## src/rtl/wf_button_pkg.sv

```systemverilog
// Shared types and default timing constants for the button gesture classifier.
package wf_button_pkg;

  typedef enum logic [2:0] {
    IDLE,
    PRESS1,
    WAIT2,
    PRESS2,
    HOLD
  } gest_state_t;

  // Defaults assume the 10 ms sample tick.
  localparam int LONG_TICKS_DEF   = 100;
  localparam int DCLICK_TICKS_DEF = 30;

endpackage

```

## src/rtl/wf_button_gesture.sv

```systemverilog
// Turns the debounced active-low button level into short/long/double-click pulses.
// Define WF_DOUBLE_CLICK_EN to build the double-click states (WAIT2/PRESS2).
module wf_button_gesture
  import wf_button_pkg::*;
#(
  parameter int LONG_TICKS   = LONG_TICKS_DEF,
  parameter int DCLICK_TICKS = DCLICK_TICKS_DEF,
  parameter int CNT_W        = 8
) (
  input  logic clk,
  input  logic rst,
  input  logic tick,
  input  logic switch_n,
  output logic short_press,
  output logic long_press,
  output logic double_click,
  output logic held,
  output logic busy
);

  localparam logic [CNT_W-1:0] CNT_MAX   = '1;
  localparam logic [CNT_W-1:0] LONG_LAST = CNT_W'(LONG_TICKS - 1);

  gest_state_t      state, state_nxt;
  logic [CNT_W-1:0] cnt;
  logic             prev;
  logic             press_e, rel_e, long_hit;
  logic             short_nxt, long_nxt;

  assign press_e  = prev & ~switch_n;
  assign rel_e    = ~prev & switch_n;
  assign long_hit = tick && (cnt == LONG_LAST);

`ifdef WF_DOUBLE_CLICK_EN
  localparam logic [CNT_W-1:0] DCLICK_LAST = CNT_W'(DCLICK_TICKS - 1);
  logic dclick_nxt;
`else
  logic dclick_unused;
  assign dclick_unused = (DCLICK_TICKS != 0);
`endif

  // Release is tested before the threshold tick, and press before the timeout tick,
  // so the button edge wins when both land in the same cycle.
  always_comb begin
    state_nxt  = state;
    short_nxt  = 1'b0;
    long_nxt   = 1'b0;
`ifdef WF_DOUBLE_CLICK_EN
    dclick_nxt = 1'b0;
`endif
    case (state)
      IDLE: if (press_e) state_nxt = PRESS1;
      PRESS1: begin
        if (rel_e) begin
`ifdef WF_DOUBLE_CLICK_EN
          state_nxt = WAIT2;
`else
          state_nxt = IDLE;
          short_nxt = 1'b1;
`endif
        end else if (long_hit) begin
          state_nxt = HOLD;
          long_nxt  = 1'b1;
        end
      end
`ifdef WF_DOUBLE_CLICK_EN
      WAIT2: begin
        if (press_e) state_nxt = PRESS2;
        else if (tick && (cnt == DCLICK_LAST)) begin
          state_nxt = IDLE;
          short_nxt = 1'b1;
        end
      end
      PRESS2: begin
        if (rel_e) begin
          state_nxt  = IDLE;
          dclick_nxt = 1'b1;
        end else if (long_hit) begin
          state_nxt = HOLD;
          long_nxt  = 1'b1;
        end
      end
`endif
      HOLD: if (rel_e) state_nxt = IDLE;
      default: state_nxt = IDLE;
    endcase
  end

  always_ff @(posedge clk or posedge rst) begin
    if (rst) begin
      state       <= IDLE;
      cnt         <= '0;
      prev        <= 1'b0;
      short_press <= 1'b0;
      long_press  <= 1'b0;
    end else begin
      prev        <= switch_n;
      state       <= state_nxt;
      short_press <= short_nxt;
      long_press  <= long_nxt;
      if (state_nxt != state)           cnt <= '0;
      else if (tick && (cnt != CNT_MAX)) cnt <= cnt + 1'b1;
    end
  end

`ifdef WF_DOUBLE_CLICK_EN
  always_ff @(posedge clk or posedge rst) begin
    if (rst) double_click <= 1'b0;
    else     double_click <= dclick_nxt;
  end
`else
  assign double_click = 1'b0;
`endif

  assign held = (state == HOLD);
  assign busy = (state != IDLE);

endmodule

```

## config.mk

```make
export PLATFORM = sky130hd
export DESIGN_NAME = wf_button_gesture
export DESIGN_NICKNAME = d
export VERILOG_FILES = /design/src/rtl/wf_button_pkg.sv /design/src/rtl/wf_button_gesture.sv
export SDC_FILE = /design/constraint.sdc
export NUM_CORES = 1
export LEC_CHECK = 0
export ABC_AREA = 1
export CAP_MARGIN = 20
export CORE_UTILIZATION = 50
export CTS_CLUSTER_DIAMETER = 60
export CTS_CLUSTER_SIZE = 16
export DETAILED_ROUTE_END_ITERATION = 16
export PLACE_DENSITY_LB_ADDON = 0.1
export REMOVE_ABC_BUFFERS = 1
export SLEW_MARGIN = 20
export SYNTH_ARGS = -nofsm -noshare
export SYNTH_HDL_FRONTEND = slang
export SYNTH_SLANG_ARGS = --single-unit
```

## constraint.sdc

```tcl
create_clock -name clk -period 1.6 [get_ports clk]
set_clock_uncertainty 0.05 [all_clocks]
set_input_delay 0.48 -clock clk [delete_from_list [all_inputs] [get_ports clk]]
set_output_delay 0.48 -clock clk [all_outputs]
set_load 0.01 [all_outputs]
```

* After elaboration in Yosys (flattened, before gate mapping)
Cells that the tools add are included.
Word-level totals: bits of input ports 4, bits in registers 14, output and inout port bits 5, logic and storage cells 32
Cells by class: mux-type cells 12, reduce and logical (&&, ||, !) cells 5, bitwise logic cells 4, equality and inequality tests 5, add/sub/neg operators 1
Operators with widths (number):
- 2-to-1 mux 8 bit | 2
- 2-to-1 mux 3 bit | 4
- one-hot mux 3 bit (3 select lines) | 1
- adder 8 x 1 -> 8 bit (second input constant) | 1
- equality test 8 x 7 -> 1 bit (second input constant) | 1
- inequality test 8 bit (second input constant) | 1
- 2-to-1 mux 1 bit | 5
- equality test 3 x 1 -> 1 bit (second input constant) | 1
- equality test 3 bit (second input constant) | 1
- logical NOT 3 bit | 1
- inequality test 3 bit | 1
- nonzero test 3 bit | 1
- AND 1 bit | 2
- logical AND 1 bit | 2
- NOT 1 bit | 2
- nonzero test 2 bit | 1

* Depth between registers and ports, before layout
depth in word-level cells 7, depth in mapped cells 9, depth with buffers taken out 9

* Worst setup path before layout
OpenSTA, ideal clock, no wires.
path kind reg-to-reg, start point register cnt[0], end point register cnt[3], stages on the path, launching flop included 9, arrival 1.252 ns, library setup time 0.070 ns, setup slack 0.228 ns, period minus slack after synthesis 1.372 ns, data required time 1.480 ns, buffers on the path 0, path through dfrtp_1 -> ha_1 -> nand2_1 -> nor2_4 -> nand2_4 -> nand2_4 -> o21ai_0 -> nand2_1 -> nor2_2
Between the ends: cells in the longest elaborated chain, start to end 7, elaborated cells on any way between the ends 12, those cells by class add/sub: 1; eq/ne: 3; mux: 5; reduce/logical: 3
RTL lines:
- start: declaration | RTL line wf_button_gesture.sv:25 | logic [CNT_W-1:0] cnt;
- start signal: assignment | RTL line wf_button_gesture.sv:102 | else if (tick && (cnt != CNT_MAX)) cnt <= cnt + 1'b1;
- equality test 8 x 7 -> 1 bit | RTL line wf_button_gesture.sv:32 | assign long_hit = tick && (cnt == LONG_LAST);
- logical AND 1 bit | RTL line wf_button_gesture.sv:32
- 2-to-1 mux 3 bit | RTL line wf_button_gesture.sv:61 | end else if (long_hit) begin
- 2-to-1 mux 3 bit | RTL line wf_button_gesture.sv:54 | if (rel_e) begin
- one-hot mux 3 bit (3 select lines) | RTL line wf_button_gesture.sv:51 | case (state)
- inequality test 3 bit | RTL line wf_button_gesture.sv:101 | if (state_nxt != state) cnt <= '0;
- 2-to-1 mux 8 bit or nonzero test 2 bit (tied branches)
Several ways; a longest one is shown, not always the timed one. The select of a mux whose other input is x is not followed. A chain may end at the register's enable or synchronous reset.

* Worst setup path after layout
start point register state[0], end point output port busy
Between the ends: cells in the longest elaborated chain, start to end 1
RTL lines:
- start: declaration | RTL line wf_button_gesture.sv:24 | gest_state_t state, state_nxt;
- start signal: assignment | RTL line wf_button_gesture.sv:98 | state <= state_nxt;
- nonzero test 3 bit | RTL line wf_button_gesture.sv:116 | assign busy = (state != IDLE);
- end: declaration | RTL line wf_button_gesture.sv:18 | output logic busy
Every way passes these cells.

==> results.toml <==
[run_status]
status = "complete, no violations"

[yosys]
ys_seq_elements = 14
synthCells = 102
yosysSeqAreaShare_pct = 44.0
synth.distinct_cells = 23
synthArstFlopShare_pct = 100
synth_ff_type = "dfrtp_1"
syn-cell-area_um2 = 796
synth-edff-count = 0
avgSynthCellArea_um2 = 7.80
ys_warn_count = 0

[clocking]
cts-buffers-inserted = 3
cts-root-buf = "clkbuf_4"
cts_sinks = 14
cts.clk_slew.worst_paths_ns = 0.07
cts_buffer_depth = 2
cts_hold_buf = 0
clkLatencyLatePin_ns = 0.28
cts_tree = "done"
htreeDepth = 1

[pwr]
p_comb_share_pct = 16.8
p_int_w = 0.000502
power_density_nw_per_um2 = 646
swShare_pct = 25.6
seqPwrFrac_pct = 55.0
leakage_nw = 0.526
p_switching_w = 0.000172
peakVddDrop_mv = 0.466
clkPwrFrac_pct = 28.2

[setup_path]
reg2reg_depth = 7
crit_end = "busy"
worst_setup_path_end_kind = "output port"
worstPathMaxFanout = 2
crit_slowest_cell = "dfrtp_1"
worstReg2RegEnd = "cnt[0]$_DFFE_PP0P_"
required_ns = 1.07
cp_cell_sequence = "buf_6, inv_4, nand3_4, buf_6"
crit_start = "state[0]$_DFF_PP0_"
slowest_delay_ns = 0.41
r2r_slack_ns = 0.13
path_class = "reg -> out"
worstReg2RegStart = "cnt[0]$_DFFE_PP0P_"
startpoint_type = "flip-flop"
cpMostUsedCell = "buf_6"
arrival_ns = 1.07

[placed_design]
numPlacedInstances = 134
place.gp.congestion = 0.851
dp_slack_ns = -0.202
portBuffers = 7
dp_hpwl_um = 1210

[layout]
antennaDiodeCount = 0
syn2layout_area_growth_pct = 31.1
fin_nets = 132
layout_common_cells = "nand2_1 (24), dfrtp_1 (14), buf_4 (12)"
layout_commonest_cell = "nand2_1"
finalNonFillerCells = 141
drive_gt1_share_pct = 34.4

[sta]
hold_viol = 0
fmax_mhz = 626
setup_slack_ns = 0.00259
rsz0062_at_grt = "yes"
maxSlewViolCount = 0
post-route-period-util_pct = 99.8
setup-violations-final = 0
period_minus_slack_ns = 1.60

[drt]
dr.pass1.iters = 4
routed_wirelength_um = 1770
drtAntennaViolNets = 0
via_count = 744
first_iter_violations = 14
post_drt_via_cell_ratio = 5.28
post-route-drc-count = 0
post_drt_wl_per_cell_um = 12.5

[flow_run]
max_cap_violations = 0

[global_routing]
grt_pass1_wl_um = 2900
gr-total-overflow = 0
track_usage_pct = 21.7
antenna_found_initial = 0
grt_pass1_vias = 701
grt_max_degree = 15

[die]
dieArea_um2 = 1760
chipWidth_um = 41.9
rows = 14
ios = 9
initial_core_util_pct = 53.4
fp.dieH_um = 41.9
core_um2 = 1490

[hold_path]
hold_class = "in -> reg"
worstHoldPathCells = 1
## worst max-delay path, delay by kind of cell (launching register included)
family                 cells  cell delay (ns)
flip-flops                 1             0.41
AND/OR/NAND/NOR            1             0.06
buffers and inverters      3             0.32
## cell families (layout without fill, tap and decap cells)
group / Yosys count / in the layout / share of synthesized area, %
compound gates: 5 / 5 / 4.09
xor+xnor: 1 / 1 / 1.10
fa+ha+maj: 1 / 1 / 1.57
buf+inv: 16 / 38 / 8.18
flops: 14 / 14 / 44.0
other cells: 1 / 2 / 0.471
simple gates: 64 / 64 / 40.6
## final cells by class
| type | count | area (um^2) |
|---|---|---|
| fillers | 124 | 445 |
| multi-input cells | 73 | 417 |
| flip-flops and latches | 14 | 350 |
| repair buffers | 21 | 179 |
| inverters | 14 | 55.1 |
| clock buffers | 3 | 22.5 |
| well taps | 16 | 20.0 |
## state kept, by name, indices dropped and copies added, names as in the netlist
name and count:
cnt 8, long_press 1, prev 1, short_press 1
state 3
## power groups by stage
| stage | Clock (W) | Combinational, W | Sequential (W) |
|---|---|---|---|
| after floorplan | 0 | 0.0000455 | 0.000376 |
| after global placement | 0 | 0.0000883 | 0.000376 |
| after detailed placement | 0 | 0.0000918 | 0.000376 |
| after CTS | 0.000191 | 0.0000988 | 0.000370 |
| after global routing | 0.000210 | 0.000124 | 0.000371 |
| final | 0.000190 | 0.000113 | 0.000370 |
## per-stage QoR
step | instance area [um^2] | setup TNS [ns] | utilization [%] | total power, W | hold WS, ns
floorplan | 787 | 0 | - | 0.000421 | 0.319
global placement | 952 | -1.24 | 63.9 | 0.000464 | 0.541
detailed placement | 952 | -1.62 | 63.9 | 0.000467 | 0.544
CTS | 992 | 0 | 66.6 | 0.000660 | 0.451
global route | 1040 | -0.0544 | 70.1 | 0.000705 | 0.330
finish | 1040 | 0 | 70.1 | 0.000674 | 0.329
## layer usage
layer | routed length [um] | global-route usage [%] | up-vias | part of all wire (%)
li1 | - | - | 369 | -
met2 | 868 | 33.1 | 25 | 49
met4 | 31 | 11.6 | 0 | 1.8
met1 | 764 | 29.2 | 345 | 43
met5 | 0 | 0 | - | 0
met3 | 103 | 3.91 | 5 | 5.8
## synthesized netlist by cell type (2+ instances only)
cell	count	share of area, %
dfrtp_1	14	44
inv_1	12	5.7
inv_2	2	0.94
nand2_1	26	12
nand2_4	2	2.8
nand3_1	8	5.0
nand4_1	5	3.9
nor2_1	11	5.2
nor2_2	4	3.1
nor3_1	4	2.5
o21ai_0	2	1.3
## worst min path at each step
stage,from,to
2_1_floorplan,rst,cnt[0]$_DFFE_PP0P_
3_3_place_gp,cnt[3]$_DFFE_PP0P_,cnt[3]$_DFFE_PP0P_
3_5_place_dp,cnt[3]$_DFFE_PP0P_,cnt[3]$_DFFE_PP0P_
4_1_cts,rst,state[0]$_DFF_PP0_
5_1_grt,switch_n,prev$_DFF_PP0_
6_report,switch_n,prev$_DFF_PP0_
## timing repair
action / CTS / global route
resized for setup: 16 / 11
endpoints found under the setup margin: 4 / 8
pin swaps: 2 / 3
setup buffers: 1 / 3
(Power assumes the default switching activity.)
